`src/rtl/ddr_pkg.sv`:
```
// Shared DDR command encodings, data-phase FSM states and latency helpers
// used by the burst data sequencer and its pending-CAS FIFO.
package ddr_pkg;

    typedef enum logic [2:0] {
        CAS_NOP = 3'd0,
        CAS_RD  = 3'd1,
        CAS_RDA = 3'd2,
        CAS_WR  = 3'd3,
        CAS_WRA = 3'd4
    } cas_cmd_e;

    typedef enum logic [2:0] {
        D_IDLE,
        D_WAIT_LAT,
        D_PREAMBLE,
        D_BURST,
        D_DONE
    } data_fsm_type;

    localparam int MIN_LAT_DEF = 2;

    function automatic logic is_write(input logic [2:0] req);
        return (req == CAS_WR) || (req == CAS_WRA);
    endfunction

    // Read latency AL+CL, write latency AL+CWL, floored at min_lat.
    function automatic logic [5:0] cas_latency(input logic [2:0] req,
                                               input logic [4:0] cl,
                                               input logic [4:0] al,
                                               input logic [4:0] cwl,
                                               input int         min_lat);
        logic [5:0] sum;
        sum = {1'b0, al} + (is_write(req) ? {1'b0, cwl} : {1'b0, cl});
        if (sum < min_lat[5:0]) begin
            sum = min_lat[5:0];
        end
        return sum;
    endfunction

    // Beat pairs per burst: BL4 chop gives 2, everything else is BL8.
    function automatic logic [2:0] burst_pairs(input logic [3:0] bl);
        return (bl == 4'd4) ? 3'd2 : 3'd4;
    endfunction

endpackage

```
`src/rtl/ctrl_cas_fifo.sv`:
```
// Pending-CAS FIFO: DEPTH entries of W bits; a push while full is dropped
// unless a pop happens in the same cycle.
module ctrl_cas_fifo #(
    parameter int DEPTH = 4,
    parameter int W     = 11
) (
    input  logic         clk_i,
    input  logic         rst_i,
    input  logic         push_i,
    input  logic [W-1:0] push_data_i,
    input  logic         pop_i,
    output logic [W-1:0] head_data_o,
    output logic         full_o,
    output logic         empty_o,
    output logic         drop_o
);

    localparam int AW = (DEPTH > 1) ? $clog2(DEPTH) : 1;
    localparam int CW = $clog2(DEPTH + 1);

    logic [W-1:0]  mem_q [DEPTH];
    logic [AW-1:0] rd_ptr_q, wr_ptr_q;
    logic [CW-1:0] count_q;
    logic          do_push, do_pop;

    function automatic logic [AW-1:0] next_ptr(input logic [AW-1:0] p);
        return (p == AW'(DEPTH - 1)) ? '0 : p + 1'b1;
    endfunction

    assign full_o      = (count_q == CW'(DEPTH));
    assign empty_o     = (count_q == '0);
    assign do_pop      = pop_i && !empty_o;
    assign do_push     = push_i && (!full_o || do_pop);
    assign drop_o      = push_i && full_o && !do_pop;
    assign head_data_o = mem_q[rd_ptr_q];

    // NOTE: storage has no reset; pointers and count alone define validity,
    // so the array maps onto plain flops or RAM without a reset tree.
    always_ff @(posedge clk_i) begin
        if (do_push) begin
            mem_q[wr_ptr_q] <= push_data_i;
        end
    end

    // NOTE: sequential state uses non-blocking assignments only, so every
    // register samples pre-edge values regardless of evaluation order.
    always_ff @(posedge clk_i or posedge rst_i) begin
        if (rst_i) begin
            rd_ptr_q <= '0;
            wr_ptr_q <= '0;
            count_q  <= '0;
        end else begin
            if (do_push) begin
                wr_ptr_q <= next_ptr(wr_ptr_q);
            end
            if (do_pop) begin
                rd_ptr_q <= next_ptr(rd_ptr_q);
            end
            case ({do_push, do_pop})
                2'b10:   count_q <= count_q + 1'b1;
                2'b01:   count_q <= count_q - 1'b1;
                default: count_q <= count_q;
            endcase
        end
    end

endmodule

```
`src/rtl/ctrl_burst_data.sv`:
```
// DDR data-phase sequencer: times out CAS latency, drives the DQ/DQS window,
// pulses rw_done per burst. DDR_WR_CRC_EN adds a CRC cycle to write bursts.
module ctrl_burst_data
    import ddr_pkg::*;
#(
    parameter int DEPTH   = 4,
    parameter int TS_W    = 8,
    parameter int MIN_LAT = MIN_LAT_DEF
) (
    input  logic       CK_t,
    input  logic       reset,
    input  logic       cas_rdy,
    input  logic [2:0] cas_req,
    input  logic [4:0] CL,
    input  logic [4:0] AL,
    input  logic [4:0] CWL,
    input  logic [3:0] BL,
    output logic       rd_en,
    output logic       wr_en,
    output logic       dqs_oe,
    output logic [2:0] beat_cnt,
    output logic       rw_done,
    output logic [2:0] rw_req,
    output logic       busy,
    output logic       fifo_full,
    output logic       ovf_err,
    output logic       timing_err
);

    localparam int EW = 3 + TS_W;

    data_fsm_type    state_q;
    logic [TS_W-1:0] now_q, now_d;
    logic [TS_W-1:0] due_d;
    logic [2:0]      cur_req_q, beat_q, last_q, rw_req_q;
    logic            rd_en_q, wr_en_q, dqs_oe_q, rw_done_q, ovf_q, terr_q;

    logic [EW-1:0]   head_data;
    logic [2:0]      head_req, head_last;
    logic [TS_W-1:0] head_due, head_diff;
    logic            head_wr, head_late, launch_pre, launch_burst;
    logic            fifo_empty, fifo_drop, pop;

    assign now_d = now_q + 1'b1;
    assign due_d = now_q + TS_W'(cas_latency(cas_req, CL, AL, CWL, MIN_LAT));
    assign pop   = (state_q == D_BURST) && (beat_q == last_q);

    ctrl_cas_fifo #(
        .DEPTH (DEPTH),
        .W     (EW)
    ) u_fifo (
        .clk_i       (CK_t),
        .rst_i       (reset),
        .push_i      (cas_rdy),
        .push_data_i ({cas_req, due_d}),
        .pop_i       (pop),
        .head_data_o (head_data),
        .full_o      (fifo_full),
        .empty_o     (fifo_empty),
        .drop_o      (fifo_drop)
    );

    // Decisions look one cycle ahead: the state entered next edge occupies
    // the cycle where now == now_d, so the head is compared against that.
    assign head_req     = head_data[EW-1 -: 3];
    assign head_due     = head_data[TS_W-1:0];
    assign head_diff    = head_due - now_d;
    assign head_wr      = is_write(head_req);
    assign head_late    = head_diff[TS_W-1];
    assign launch_pre   = !fifo_empty && head_wr && (head_diff == TS_W'(1));
    assign launch_burst = !fifo_empty && (head_late || (head_diff == '0));

    // NOTE: head_last gets its default first so no path leaves it unassigned,
    // which would otherwise infer a latch.
    always_comb begin
        head_last = burst_pairs(BL) - 3'd1;
`ifdef DDR_WR_CRC_EN
        if (head_wr) begin
            head_last = burst_pairs(BL);
        end
`endif
    end

    always_ff @(posedge CK_t or posedge reset) begin
        if (reset) begin
            state_q   <= D_IDLE;
            now_q     <= '0;
            cur_req_q <= '0;
            beat_q    <= '0;
            last_q    <= '0;
            rd_en_q   <= 1'b0;
            wr_en_q   <= 1'b0;
            dqs_oe_q  <= 1'b0;
            rw_done_q <= 1'b0;
            rw_req_q  <= '0;
            ovf_q     <= 1'b0;
            terr_q    <= 1'b0;
        end else begin
            now_q     <= now_d;
            rw_done_q <= 1'b0;
            if (fifo_drop) begin
                ovf_q <= 1'b1;
            end
            case (state_q)
                D_IDLE, D_WAIT_LAT, D_DONE: begin
                    rd_en_q  <= 1'b0;
                    wr_en_q  <= 1'b0;
                    dqs_oe_q <= 1'b0;
                    beat_q   <= '0;
                    if (launch_pre) begin
                        state_q   <= D_PREAMBLE;
                        dqs_oe_q  <= 1'b1;
                        cur_req_q <= head_req;
                        last_q    <= head_last;
                    end else if (launch_burst) begin
                        state_q   <= D_BURST;
                        rd_en_q   <= !head_wr;
                        wr_en_q   <= head_wr;
                        dqs_oe_q  <= head_wr;
                        cur_req_q <= head_req;
                        last_q    <= head_last;
                        if (head_late) begin
                            terr_q <= 1'b1;
                        end
                    end else if (!fifo_empty) begin
                        state_q <= D_WAIT_LAT;
                    end else begin
                        state_q <= D_IDLE;
                    end
                end
                D_PREAMBLE: begin
                    state_q  <= D_BURST;
                    wr_en_q  <= 1'b1;
                    dqs_oe_q <= 1'b1;
                    beat_q   <= '0;
                end
                D_BURST: begin
                    if (beat_q == last_q) begin
                        state_q   <= D_DONE;
                        rd_en_q   <= 1'b0;
                        wr_en_q   <= 1'b0;
                        dqs_oe_q  <= 1'b0;
                        beat_q    <= '0;
                        rw_done_q <= 1'b1;
                        rw_req_q  <= cur_req_q;
                    end else begin
                        beat_q <= beat_q + 1'b1;
                    end
                end
                default: state_q <= D_IDLE;
            endcase
        end
    end

    assign rd_en      = rd_en_q;
    assign wr_en      = wr_en_q;
    assign dqs_oe     = dqs_oe_q;
    assign beat_cnt   = beat_q;
    assign rw_done    = rw_done_q;
    assign rw_req     = rw_req_q;
    assign busy       = !fifo_empty || (state_q != D_IDLE);
    assign ovf_err    = ovf_q;
    assign timing_err = terr_q;

endmodule

```
`config.mk`:
```
export PLATFORM = sky130hd
export DESIGN_NAME = ctrl_burst_data
export DESIGN_NICKNAME = d
export VERILOG_FILES = /design/src/rtl/ddr_pkg.sv /design/src/rtl/ctrl_cas_fifo.sv /design/src/rtl/ctrl_burst_data.sv
export SDC_FILE = /design/constraint.sdc
export NUM_CORES = 1
export LEC_CHECK = 0
export BUFFER_PORTS_ARGS = -buffer_cell sky130_fd_sc_hd__clkbuf_2
export CORE_ASPECT_RATIO = 1.25
export CORE_MARGIN = 1.5
export CORE_UTILIZATION = 55
export CTS_BUF_LIST = sky130_fd_sc_hd__clkbuf_2
export DETAILED_ROUTE_END_ITERATION = 7
export PLACE_DENSITY = 0.75
export SETUP_SLACK_MARGIN = 0.2
export SYNTH_ARGS = -nofsm -noshare
export SYNTH_HDL_FRONTEND = slang
export SYNTH_SLANG_ARGS = --single-unit
export TNS_END_PERCENT = 10
```
`constraint.sdc`:
```
create_clock -name CK_t -period 5.9 [get_ports CK_t]
set_clock_uncertainty 0.05 [all_clocks]
set_input_delay 0.59 -clock CK_t [delete_from_list [all_inputs] [get_ports CK_t]]
set_output_delay 0.59 -clock CK_t [all_outputs]
set_load 0.005 [all_outputs]
```
# After elaboration in Yosys (flattened, before gate mapping)
# Memory sizes are Yosys's and may differ from the RTL's.
# Index checks and enable logic that the tools add are counted.
# op_classes
addsub	10
order_cmp	1
n_eq_ne	17
muxes	30
bitwise_logic	1
reduce_logical	33
# op_table
op	n
$mux W3	7
$eq A3 B2 Y1 const B	4
$eq A3 B3 Y1 const B	4
$pmux W3 S2	2
$mux W1	11
$pmux W3 S3	1
$add A8 B1 Y8 const B	1
$add A8 B6 Y8	1
$eq A8 B1 Y1 const B	1
$logic_and A1 B1 Y1	8
$logic_not A8 Y1	1
$mux W2	4
$reduce_and A2 Y1	4
$reduce_bool A2 Y1	4
$sub A8 B8 Y8	1
$add A3 B1 Y3 const B	2
$add A5 B5 Y6	1
$eq A2 B2 Y1 const B	3
$logic_not A3 Y1	2
$lt A6 B2 Y1 const B	1
$mux W6	1
$pmux W1 S3	2
$reduce_bool A3 Y1	2
$sub A3 B1 Y3 const B	2
other kinds (14)	22
# totals
reg_bits	36
ramBits	44
in_bits	25
out_inout_bits	14
elab_cells	108
memories	1
# mem_list
name	words	word_bits	rd	rd_clocked_by_memory_dff	write_ports	line	rtl
u_fifo.mem_q	4	11	1	0	1	ctrl_cas_fifo.sv:21	logic [W-1:0] mem_q [DEPTH];

# Logic depth before layout (Yosys ltp)
# Gate-level depths: netlist (run 1).
# logic_depth
word_depth	8
depth_mapped	20
ltp_nobuf	20

# By module
# A second synthesis (run 1) with hierarchy kept.
# hier_totals
hier_cells	313
hier_area_um2	4186.5
# modules_own_cells
mod	n_inst	cells_per_inst	area_per_inst_um2	seq_area_each_um2
ctrl_burst_data	1	213	2127.0	700.7
ctrl_cas_fifo	1	100	2059.5	1496.4

# Worst setup path before layout (run 1)
# OpenSTA, ideal clock, no wires.
# synth_timing
path_type	input to register
startpoint	input port cas_req[0]
endpoint	memory u_fifo.mem_q[0][7] (data pin)
setup_ps	272
arrival_time_ps	4083
required_ps	5578
path_slack_ps	1496
cell_stages	18
path_buffers	0
cell_sequence	nand2_1 > o21ai_1 > mux2_2 > ha_1 > fa_1 > a21o_1 > a21oi_1 > xnor2_1 > nor4_1 > nand2b_1 > and2_1 > ha_1 > a21o_1 > a21oi_1 > o21bai_1 > a21oi_1 > nor2_1 > o311ai_0
# synth_via
elab_chain_cells	7
elab_cells_between_ends	8
classes_between	add/sub (2); order compare (1); eq/ne (2); mux (2); reduce/logical (1)
# synth_rtl
element	line	rtl
start: declaration	ctrl_burst_data.sv:13	input logic [2:0] cas_req,
$eq A3 B2 Y1 or $eq A3 B3 Y1 (tied branches)	ddr_pkg.sv:24	return (req == CAS_WR) || (req == CAS_WRA);
$logic_or A1 B1 Y1 *	ddr_pkg.sv:24	
$mux W5 *	ddr_pkg.sv:34	sum = {1'b0, al} + (is_write(req) ? {1'b0, cwl} : {1'b0, cl});
$add A5 B5 Y6 *	ddr_pkg.sv:34	
$lt A6 B2 Y1	ddr_pkg.sv:35	if (sum < min_lat[5:0]) begin
$mux W6 *	ddr_pkg.sv:35	
$add A8 B6 Y8 *	ctrl_burst_data.sv:45	assign due_d = now_q + TS_W'(cas_latency(cas_req, CL, AL, CWL, MIN_LAT));
via due_d[7]	ctrl_burst_data.sv:34	logic [TS_W-1:0] due_d;
end: declaration	ctrl_cas_fifo.sv:21	
# Mark *: on every way through the listed nets, which the timed path passes. The rest lies on a longest branch.

# Final worst setup path (run 1)
# layout_timing
startpoint	input port cas_req[0]
endpoint	memory u_fifo.mem_q[3][7] (data pin)
# The elaborated chain is that of the path after synthesis.

==> flow_metrics.py, run 1 <==
metrics = {
    "status": {
        "status": "completed",
    },
    "layout": {
        "layout_commonest_cell": "clkbuf_2",
        "final_cell_count_no_fill": 481,
        "syn_to_final_growth_pct": 9.45,
        "finish.net_count": 437,
        "multi_input_comb_area_um2": 2000,
        "seqCellArea_um2": 2200,
        "final_cell_mix": "clkbuf_2 (48), edfxtp_1 (44), dfrtp_1 (35), inv_1 (29), ha_1 (27)",
        "antennaDiodeCount": 0,
        "drive_gt1_share_pct": 20.2,
        "n_fill_cell": 624,
    },
    "cts": {
        "cts_sinks": 79,
        "cts_setup_buffers": 0,
        "cts_resized": 0,
        "cts_hold_buf": 0,
        "h-tree-depth": 3,
        "clockRootBuffer": "clkbuf_2",
        "clkTransAtPathRegs_ns": 0.23,
        "cts_inserted_buffers": 9,
        "cts_max_path_buffers": 2,
        "clk_latency_ns": 0.52,
        "cts_tree": "built",
    },
    "timing": {
        "finalCritPeriodShare_pct": 78.3,
        "holdWs_ns": 0.0403,
        "slew_headroom_pct": 50.4,
        "hold_violations": 0,
        "drv_slew": 0,
        "fmax_mhz": 216,
        "rsz0062_at_grt": "no",
        "min_period_ns": 4.62,
        "worst_slew_pin_slew_ns": 0.739,
        "setup_slack_ns": 1.28,
        "tns_ns": 0,
        "setup_viol": 0,
    },
    "grt": {
        "overflow": 0,
        "met1_usage_pct": 24.0,
        "use_met2_pct": 32.8,
        "antenna_found_initial": 0,
        "grt_pass1_wl_um": 12100,
        "grt_pass1_vias": 2587,
        "grt.total_usage_pct": 19.5,
        "top_usage_layer": "met2",
        "grt_util_met3_pct": 4.73,
        "grt_max_degree": 36,
    },
    "critical_path": {
        "crit_path_top_delay_cell": "o311ai_0",
        "path_cells": "clkbuf_2 -> nand2_1 -> o21ai_1 -> mux2_2 -> ha_1 -> fa_1 -> a21o_1 -> a21oi_1 -> xnor2_1 -> nor4_1 -> nand2b_1 -> and2_1 -> ha_1 -> a21o_1 -> a21oi_1 -> o21bai_1 -> a21oi_1 -> nor2_1 -> o311ai_0",
        "crit_path_frequent_cell": "a21oi_1",
        "reg2regPathDepth": 8,
        "slowest_delay_ns": 0.58,
        "crit_buf_inv": 1,
        "required_ns": 6.08,
        "critPathCaptureType": "flop",
        "worstSetupPathType": "input port to flop",
        "start_kind": "input port",
        "crit_cells": 19,
        "r2r_slack_ns": 2.07,
        "critPathTopFamily": "compound AO/OA/AOI/OAI gates",
        "worstPathArrival_ns": 4.81,
        "timing.rr.start": "u_fifo.rd_ptr_q[0]$_DFFE_PP0P_",
        "crit_fanout": 6,
        "cp-startpoint": "cas_req[0]",
        "r2r-end": "cur_req_q[1]$_DFFE_PP0P_",
        "cp-endpoint": "u_fifo.mem_q[3][7]$_DFFE_PP_",
    },
    "routing": {
        "ant_nets": 0,
        "drc_errors": 0,
        "dr.first_iter.drc_count": 107,
        "vias_per_cell": 5.72,
        "first_pass_iters": 4,
        "vias": 2749,
        "drt_wl_total_um": 7520,
        "routedWlPerCell_um": 15.6,
    },
    "floorplan": {
        "rows": 36,
        "io_pins": 39,
        "core_area_um2": 7750,
        "die_w_um": 82.6,
        "initial_utilization_pct": 56.2,
        "die-height_um": 102,
        "dieArea_um2": 8460,
    },
    "pwr": {
        "peakVddDrop_v": 0.000254,
        "p_leak_nw": 2.09,
        "power_w": 0.00212,
        "powerDensity_nw_per_um2": 445,
    },
    "yosys": {
        "ys_seq_area_share_pct": 50.5,
        "ys_types": 59,
        "yosysWarnings": 0,
        "yosys_most_used_dff": "edfxtp_1",
        "synth_cells": 340,
        "synth_edf_count": 44,
        "ys_async_sr_fraction_pct": 44.3,
        "avgSynthCellArea_um2": 12.8,
        "synth.net_count": 396,
        "synth-seq-cells": 79,
        "synth_area_um2": 4350,
    },
    "placed_design": {
        "hpwl_um": 5550,
        "post-place-ws_ns": 0.687,
        "gp_congestion": 0.844,
        "dpl.cell_count": 465,
        "io_buffers": 38,
    },
    "hold_path": {
        "worstHoldPathType": "input port to async pin",
    },
    "flow_run": {
        "drv_cap": 0,
    },
}
registers in the layout, summed over array words and instances, names as in the netlist, 2 cells and up:
signal,count
last_q,2
u_fifo.count_q,3
u_fifo.rd_ptr_q,2
rw_req,3
u_fifo.wr_ptr_q,2
cur_req_q,3
now_q,8
u_fifo.mem_q,44
beat_cnt,3
state_q,3
power breakdown:
group | total (W) | switching [W] | internal (W) | leakage, nW
sequential | 0.000876 | 0.000119 | 0.000756 | 0.814
clock | 0.000331 | 0.000186 | 0.000145 | 0.0827
combinational | 0.000913 | 0.000489 | 0.000424 | 1.19
total | 0.00212 | 0.000794 | 0.00133 | 2.09
logic make-up (layout without fill, tap and decap cells):
family,after synthesis,after routing,synth area share [%]
AOI/OAI and AO/OA,60,60,9.83
xor gates and xnor gates,22,22,4.74
adders and majority gates,31,31,9.60
buffers and inverters,38,84,3.62
DFF,79,79,50.5
muxes,30,30,11.4
and+or+nand+nor,80,80,10.3
worst min-delay path, cell delays in order:
cell	delay (ns)
clkbuf_2	0.08
inv_1	0.04
buf_4	0.38
worst min-delay path by stage:
| stage | start | end | cells past startpoint |
|---|---|---|---|
| 2_1_floorplan | u_fifo.count_q[2]$_DFFE_PP0P_ | u_fifo.count_q[2]$_DFFE_PP0P_ | 1 |
| 3_3_place_gp | timing_err$_DFFE_PP0P_ | timing_err$_DFFE_PP0P_ | 1 |
| 3_5_place_dp | timing_err$_DFFE_PP0P_ | timing_err$_DFFE_PP0P_ | 1 |
| 4_1_cts | reset | beat_cnt[2]$_DFFE_PP0P_ | 3 |
| 5_1_grt | reset | beat_cnt[1]$_DFFE_PP0P_ | 3 |
| 6_report | reset | rw_done$_DFF_PP0_ | 3 |
final cells by class:
type	instances	share of cell area [%]
clock buffers	10	1.05
clock inverters	6	1.97
inverters	29	2.28
multi-input cells	223	42.0
flip-flops and latches	79	46.1
well taps	95	2.49
repair buffers	39	4.15
synthesized netlist by cell type (3+ instances only):
master    instances  area, um^2
inv_1            29         109
mux2_1            4        45.0
nor2_1           15        56.3
xor2_1            9        78.8
edfxtp_1         44        1320
fa_1              4        80.1
mux4_1            9         236
and3_1           10        62.6
nand2b_1          7        43.8
o21ai_0           9        45.0
nand3_1           5        25.0
nor3_1            4        20.0
ha_1             27         338
o21bai_1          4        30.0
a21oi_1          16        80.1
buf_2             3        15.0
xnor2_1          12         105
nand2_1          11        41.3
mux2_2           13         146
nor2b_1           3        18.8
clkbuf_1          4        15.0
a21o_1           10        75.1
dfrtp_1          35         876
and2_1            5        31.3
through the flow:
step	instance area, um^2	utilization [%]
3_5_place_dp	4620	59.7
2_1_floorplan	4350	-
4_1_cts	4770	61.5
3_3_place_gp	4620	59.7
5_1_grt	4770	61.5
6_report	4770	61.5
layer usage:
layer  routed length (um)  up-vias
met3                  223        9
li1                     -     1348
met5                    0        -
met2                 3970       37
met4                   97        0
met1                 3230     1355
(Power assumes the default switching activity.)
==> run 2: changes to the inputs <==
--- a/config.mk
+++ b/config.mk
@@ -5,13 +5,14 @@
 export SDC_FILE = /design/constraint.sdc
 export NUM_CORES = 1
 export LEC_CHECK = 0
+export ABC_AREA = 1
 export BUFFER_PORTS_ARGS = -buffer_cell sky130_fd_sc_hd__clkbuf_2
 export CORE_ASPECT_RATIO = 1.25
 export CORE_MARGIN = 1.5
 export CORE_UTILIZATION = 55
 export CTS_BUF_LIST = sky130_fd_sc_hd__clkbuf_2
 export DETAILED_ROUTE_END_ITERATION = 7
-export PLACE_DENSITY = 0.75
+export PLACE_DENSITY = 0.78
 export SETUP_SLACK_MARGIN = 0.2
 export SYNTH_ARGS = -nofsm -noshare
 export SYNTH_HDL_FRONTEND = slang
==> constraint.sdc (replaced) <==
create_clock -name CK_t -period 4.05 [get_ports CK_t]
set_clock_uncertainty 0.05 [all_clocks]
set_input_delay 0.405 -clock CK_t [delete_from_list [all_inputs] [get_ports CK_t]]
set_output_delay 0.405 -clock CK_t [all_outputs]
set_load 0.005 [all_outputs]
==> flow_metrics.py, run 2 <==
metrics = {
    "cts": {
        "cts_sinks": 79,
        "clkTransAtPathRegs_ns": 0.23,
        "h-tree-depth": 3,
        "cts_max_path_buffers": 2,
        "clk_latency_ns": 0.55,
        "cts_setup_buffers": 0,
        "cts_inserted_buffers": 9,
        "clockRootBuffer": "clkbuf_2",
        "cts_tree": "built",
    },
    "layout": {
        "regMostFlops": "u_fifo.mem_q",
        "syn_to_final_growth_pct": 11.7,
        "seqCellArea_um2": 2200,
        "fin_util_pct": 63.9,
        "finish.net_count": 556,
        "final_cell_count_no_fill": 598,
        "drive_gt1_share_pct": 18.4,
        "multi_input_comb_area_um2": 1820,
        "n_fill_cell": 589,
        "final_cell_mix": "nand2_1 (99), inv_1 (56), clkbuf_2 (48), edfxtp_1 (44)",
        "layout_commonest_cell": "nand2_1",
        "largest_reg_flops": 44,
        "largest_registers": "u_fifo.mem_q x44, now_q x8",
    },
    "yosys": {
        "synthTopCellsByArea": "edfxtp_1 (31%), dfrtp_1 (21%), nand2_1 (8.7%)",
        "synth_area_um2": 4260,
        "yosysMostFrequentCell": "nand2_1",
        "synth-seq-cells": 79,
        "yosysTopAreaCellShare_pct": 31.0,
        "synth_top_area_cell": "edfxtp_1",
        "synth.net_count": 500,
        "ys_types": 41,
        "yosysWarnings": 0,
        "synth_cells": 444,
        "yosys-top-cells-count": "nand2_1 (99), inv_1 (56), edfxtp_1 (44)",
        "avgSynthCellArea_um2": 9.60,
        "ys_async_sr_fraction_pct": 44.3,
        "synth_edf_count": 44,
        "yosys_most_used_dff": "edfxtp_1",
        "ys_seq_area_share_pct": 51.6,
    },
    "routing": {
        "wl_met3_um": 333,
        "drt_wl_total_um": 8490,
        "wl_met1_um": 3320,
        "ant_nets": 0,
        "first_pass_iters": 4,
        "dr.first_iter.drc_count": 148,
        "vias_per_cell": 5.33,
        "wl_met2_um": 4470,
        "routedWlPerCell_um": 14.2,
        "drc_errors": 0,
        "top_layer_used": "met4",
        "vias": 3185,
    },
    "flow_run": {
        "drv_cap": 0,
    },
    "timing": {
        "hold_violations": 0,
        "worst_slew_pin_slew_ns": 0.755,
        "setup_viol": 0,
        "slew_headroom_pct": 49.3,
        "holdWs_ns": 0.0296,
        "rsz0062_at_grt": "yes",
        "fmax_mhz": 278,
        "drv_slew": 0,
        "setup_slack_ns": 0.451,
        "min_period_ns": 3.60,
        "finalCritPeriodShare_pct": 88.9,
    },
    "critical_path": {
        "worstPathArrival_ns": 3.84,
        "cp-startpoint": "cas_req[1]",
        "required_ns": 4.29,
        "crit_fanout": 6,
        "cp-endpoint": "u_fifo.mem_q[3][6]$_DFFE_PP_",
        "r2r-end": "last_q[1]$_DFFE_PP0P_",
        "start_kind": "input port",
        "critPathCaptureType": "flop",
        "timing.rr.start": "u_fifo.rd_ptr_q[1]$_DFFE_PP0P_",
        "worstSetupPathType": "input port to flop",
        "r2r_slack_ns": 0.81,
        "reg2regPathDepth": 18,
    },
    "floorplan": {
        "rows": 35,
        "core_area_um2": 7440,
        "initial_utilization_pct": 57.2,
        "die-height_um": 101,
        "die_w_um": 81.7,
        "dieArea_um2": 8290,
        "io_pins": 39,
    },
    "hold_path": {
        "min_from": "cas_req[1]",
        "worstHoldPathType": "input port to flop",
    },
    "placed_design": {
        "io_buffers": 38,
        "gp_congestion": 0.800,
        "hpwl_um": 6180,
        "dpl.cell_count": 580,
        "post-place-ws_ns": -0.108,
    },
    "grt": {
        "grt_pass1_vias": 3174,
        "overflow": 0,
        "grt_pass1_wl_um": 13900,
        "grt.total_usage_pct": 22.6,
        "antenna_found_initial": 0,
        "grt_max_degree": 36,
    },
    "pwr": {
        "powerDensity_nw_per_um2": 691,
        "peakVddDrop_v": 0.000344,
        "p_leak_nw": 2.31,
    },
    "status": {
        "status": "completed",
    },
}
==> run 2: kinds of logic (layout without fill, tap and decap cells) <==
group,count (synthesis),in the layout,synth area share [%]
other,0,1,0
adder cells (fa/ha/maj),31,31,9.81
buffers and inverters,65,126,6.02
multiplexers,5,5,1.32
XOR/XNOR,21,21,4.32
AND/OR/NAND/NOR,183,183,19.0
flip-flops,79,79,51.6
AO/OA/AOI/OAI,60,60,7.96
==> run 2: how the worst min path moves through the flow <==
| stage | endpoint | slack, ns | cells past startpoint |
|---|---|---|---|
| floorplan | rw_req[0]$_DFFE_PP0P_ | 0.39 | 2 |
| global placement | ovf_err$_DFFE_PP0P_ | 0.40 | 1 |
| detailed placement | rw_req[1]$_DFFE_PP0P_ | 0.41 | 2 |
| CTS | u_fifo.mem_q[2][9]$_DFFE_PP_ | 0.02 | 1 |
| global route | ovf_err$_DFFE_PP0P_ | 0.01 | 2 |
| finish | u_fifo.mem_q[2][9]$_DFFE_PP_ | 0.03 | 1 |
==> run 2: through the flow <==
stage               cell area (um^2)  total power [W]  setup TNS, ns
floorplan                       4260          0.00245              0
global route                    4760          0.00360              0
CTS                             4750          0.00331              0
global placement                4620          0.00280              0
finish                          4760          0.00329              0
detailed placement              4620          0.00288         -0.869
==> run 2: worst max-delay path, cell delays in order <==
cell	delay, ns
clkbuf_2	0.12
nand2_1	0.06
inv_1	0.03
o21ai_1	0.25
buf_4	0.20
mux2_2	0.36
fa_1	0.45
nand3_1	0.09
nand2_1	0.07
xor2_1	0.17
nor2_1	0.12
nand2_1	0.07
o21a_1	0.18
ha_1	0.21
fa_1	0.39
a31oi_1	0.19
nor2_1	0.05
o21ai_0	0.14
nand2_1	0.11
xor2_2	0.17
==> run 2: repair_timing <==
| item | in CTS | in global routing |
|---|---|---|
| hold buffers | 1 | 0 |
| gates resized for setup | 0 | 1 |
| endpoints found under the hold margin | 35 | 0 |
| setup endpoints to repair | 0 | 8 |
==> run 2: layer usage <==
| metal | track usage, % | vias up |
|---|---|---|
| met1 | 24.8 | 1489 |
| met3 | 3.78 | 32 |
| met2 | 40.0 | 83 |
| met5 | 0 | - |
| li1 | - | 1581 |
| met4 | 14.0 | 0 |
==> run 2: cell type report <==
class / instances / share of cell area [%]
repair buffers: 51 / 6.10
multi-input cells: 300 / 38.1
clock inverters: 6 / 1.45
well taps: 92 / 2.42
flip-flops and latches: 79 / 46.1
diodes: 1 / 0.0526
clock buffers: 10 / 1.05
inverters: 59 / 4.65
==> run 2: power by group <==
part	total, W	switching [W]	leakage [nW]	internal, W
clock network	0.000429	0.000281	0.0725	0.000148
registers	0.00120	0.000109	0.824	0.00109
logic	0.00166	0.00106	1.41	0.000591
total	0.00329	0.00145	2.31	0.00183
==> run 3: changes to the inputs <==
--- a/config.mk
+++ b/config.mk
@@ -11,8 +11,10 @@
 export CORE_MARGIN = 1.5
 export CORE_UTILIZATION = 55
 export CTS_BUF_LIST = sky130_fd_sc_hd__clkbuf_2
+export CTS_CLUSTER_SIZE = 12
 export DETAILED_ROUTE_END_ITERATION = 7
-export PLACE_DENSITY = 0.78
+export MAX_ROUTING_LAYER = met4
+export PLACE_DENSITY_LB_ADDON = 0.3
 export SETUP_SLACK_MARGIN = 0.2
 export SYNTH_ARGS = -nofsm -noshare
 export SYNTH_HDL_FRONTEND = slang
==> flow_metrics.py, run 3 (synthesized netlist as in run 2, its figures left out) <==
metrics = {
    "status": {
        "status": "completed",
    },
    "hold_path": {
        "whs_endpoint": "ovf_err$_DFFE_PP0P_",
        "worstHoldPathType": "input port to flop",
        "min_from": "cas_rdy",
        "hold_depth": 2,
    },
    "timing": {
        "min_period_ns": 3.45,
        "setup_viol": 0,
        "drv_slew": 0,
        "finalCritPeriodShare_pct": 85.3,
        "slew_headroom_pct": 53.1,
        "worst_slew_pin_slew_ns": 0.698,
        "fmax_mhz": 290,
        "rsz0062_at_grt": "no",
        "setup_slack_ns": 0.596,
        "holdWs_ns": 0.0490,
        "tns_ns": 0,
        "hold_violations": 0,
    },
    "layout": {
        "layout_commonest_cell": "nand2_1",
        "regMostFlops": "u_fifo.mem_q",
        "n_fill_cell": 605,
        "final_area_um2": 4830,
        "antennaDiodeCount": 0,
        "largest_reg_flops": 44,
        "drive_gt1_share_pct": 19.5,
        "final_cell_mix": "nand2_1 (99), inv_1 (56), clkbuf_2 (47), edfxtp_1 (44)",
        "syn_to_final_growth_pct": 13.4,
        "largest_registers": "u_fifo.mem_q x44, now_q x8",
        "finish.net_count": 563,
    },
    "floorplan": {
        "core_area_um2": 7440,
        "rows": 35,
        "dieArea_um2": 8290,
        "die-height_um": 101,
        "die_w_um": 81.7,
        "io_pins": 39,
        "initial_utilization_pct": 57.2,
    },
    "routing": {
        "wl_met2_um": 4240,
        "wl_met1_um": 3550,
        "ant_nets": 0,
        "drt_wl_total_um": 8220,
        "drc_errors": 0,
        "routedWlPerCell_um": 13.6,
        "vias_per_cell": 5.20,
        "top_layer_used": "met4",
        "vias": 3143,
        "wl_met3_um": 269,
        "dr.first_iter.drc_count": 142,
        "first_pass_iters": 4,
    },
    "critical_path": {
        "r2r-end": "cur_req_q[0]$_DFFE_PP0P_",
        "worstSetupPathType": "input port to flop",
        "reg2regPathDepth": 18,
        "timing.rr.start": "u_fifo.rd_ptr_q[1]$_DFFE_PP0P_",
        "required_ns": 4.29,
        "worstPathArrival_ns": 3.69,
        "crit_fanout": 4,
        "critPathCaptureType": "flop",
        "start_kind": "input port",
        "r2r_slack_ns": 0.73,
    },
    "pwr": {
        "powerDensity_nw_per_um2": 689,
        "p_leak_nw": 2.35,
        "power_w": 0.00333,
        "peakVddDrop_v": 0.000371,
    },
    "placed_design": {
        "hpwl_um": 5900,
        "gp_congestion": 0.803,
        "dpl_cell_area_um2": 4670,
        "io_buffers": 38,
        "post-place-ws_ns": 0.0294,
    },
    "grt": {
        "overflow": 0,
        "grt_pass1_wl_um": 13500,
        "antenna_found_initial": 0,
        "grt_pass1_vias": 2932,
        "grt.total_usage_pct": 22.4,
        "grt_max_degree": 36,
    },
    "cts": {
        "clockRootBuffer": "clkbuf_2",
        "cts_inserted_buffers": 9,
        "cts_tree": "built",
        "cts_sinks": 79,
        "h-tree-depth": 3,
        "clkTransAtPathRegs_ns": 0.26,
        "clk_latency_ns": 0.54,
        "cts_max_path_buffers": 2,
    },
    "flow_run": {
        "drv_cap": 0,
    },
}
## run 3: changes by cell type in the layout (fill, tap and decap cells not counted), sizes merged
cell | previous run | this run
buf | 12 | 18
clkbuf | 48 | 47
clkinv | 3 | 1
diode | 1 | 0
dlygate4sd3 | 1 | 2
inv | 60 | 63
## run 3: per-stage QoR
stage | utilization [%] | cells
after global placement | 62.7 | 586
final | 64.9 | 604
after CTS | 64.6 | 603
after floorplan | - | 444
after detailed placement | 62.7 | 586
after global routing | 64.9 | 604
## run 3: power breakdown
group / switching (W) / total, W / internal (W) / leakage, nW
clock network: 0.000309 / 0.000466 / 0.000157 / 0.0769
logic: 0.00105 / 0.00165 / 0.000601 / 1.45
registers: 0.000116 / 0.00121 / 0.00109 / 0.824
total: 0.00148 / 0.00333 / 0.00185 / 2.35
## run 3: repair_timing
item,CTS,global route
hold endpoints to repair,35,4
hold buffers,1,1
endpoints found under the setup margin,0,4
resized for setup,0,2
setup buffers,0,0
## run 3: routing by layer
| layer | vias to the layer above | GRT usage [%] |
|---|---|---|
| li1 | 1593 | - |
| met1 | 1466 | 26.1 |
| met4 | 0 | 9.13 |
| met3 | 17 | 4.05 |
| met5 | - | - |
| met2 | 67 | 37.6 |
## run 3: cell type report
| type | instances | area, um^2 | share of cell area (%) |
|---|---|---|---|
| repair buffers | 58 | 345 | 7.15 |
| clock inverters | 7 | 86.3 | 1.79 |
| clock buffers | 9 | 45.0 | 0.932 |
| flip-flops and latches | 79 | 2200 | 45.5 |
| multi-input cells | 300 | 1820 | 37.7 |
| inverters | 59 | 221 | 4.58 |
| well taps | 92 | 115 | 2.38 |
## run 3: critical path, cell delays in order
cell and delay [ns]:
clkbuf_2 0.10, nand2_1 0.06, inv_1 0.03, o21ai_1 0.11, buf_4 0.15, mux2_2 0.33, ha_1 0.21, fa_1 0.42
nand3_1 0.09, nand2_1 0.07, xor2_1 0.15, nor2_1 0.10, nand2_1 0.07, o21a_1 0.17, ha_1 0.20, fa_1 0.40
a31oi_2 0.16, nor2_1 0.05, o21ai_0 0.15, nand2_1 0.11, xor2_2 0.17
## run 3: how the worst max path moves through the flow
| stage | endpoint | start | depth (start not counted) |
|---|---|---|---|
| after floorplan | u_fifo.mem_q[0][6]$_DFFE_PP_ | cas_req[0] | 19 |
| after global placement | u_fifo.mem_q[2][6]$_DFFE_PP_ | cas_req[1] | 21 |
| after detailed placement | u_fifo.mem_q[0][6]$_DFFE_PP_ | cas_req[1] | 21 |
| after CTS | u_fifo.mem_q[2][6]$_DFFE_PP_ | cas_req[1] | 21 |
| after global routing | u_fifo.mem_q[3][6]$_DFFE_PP_ | cas_req[0] | 21 |
| final | u_fifo.mem_q[2][6]$_DFFE_PP_ | cas_req[0] | 21 |
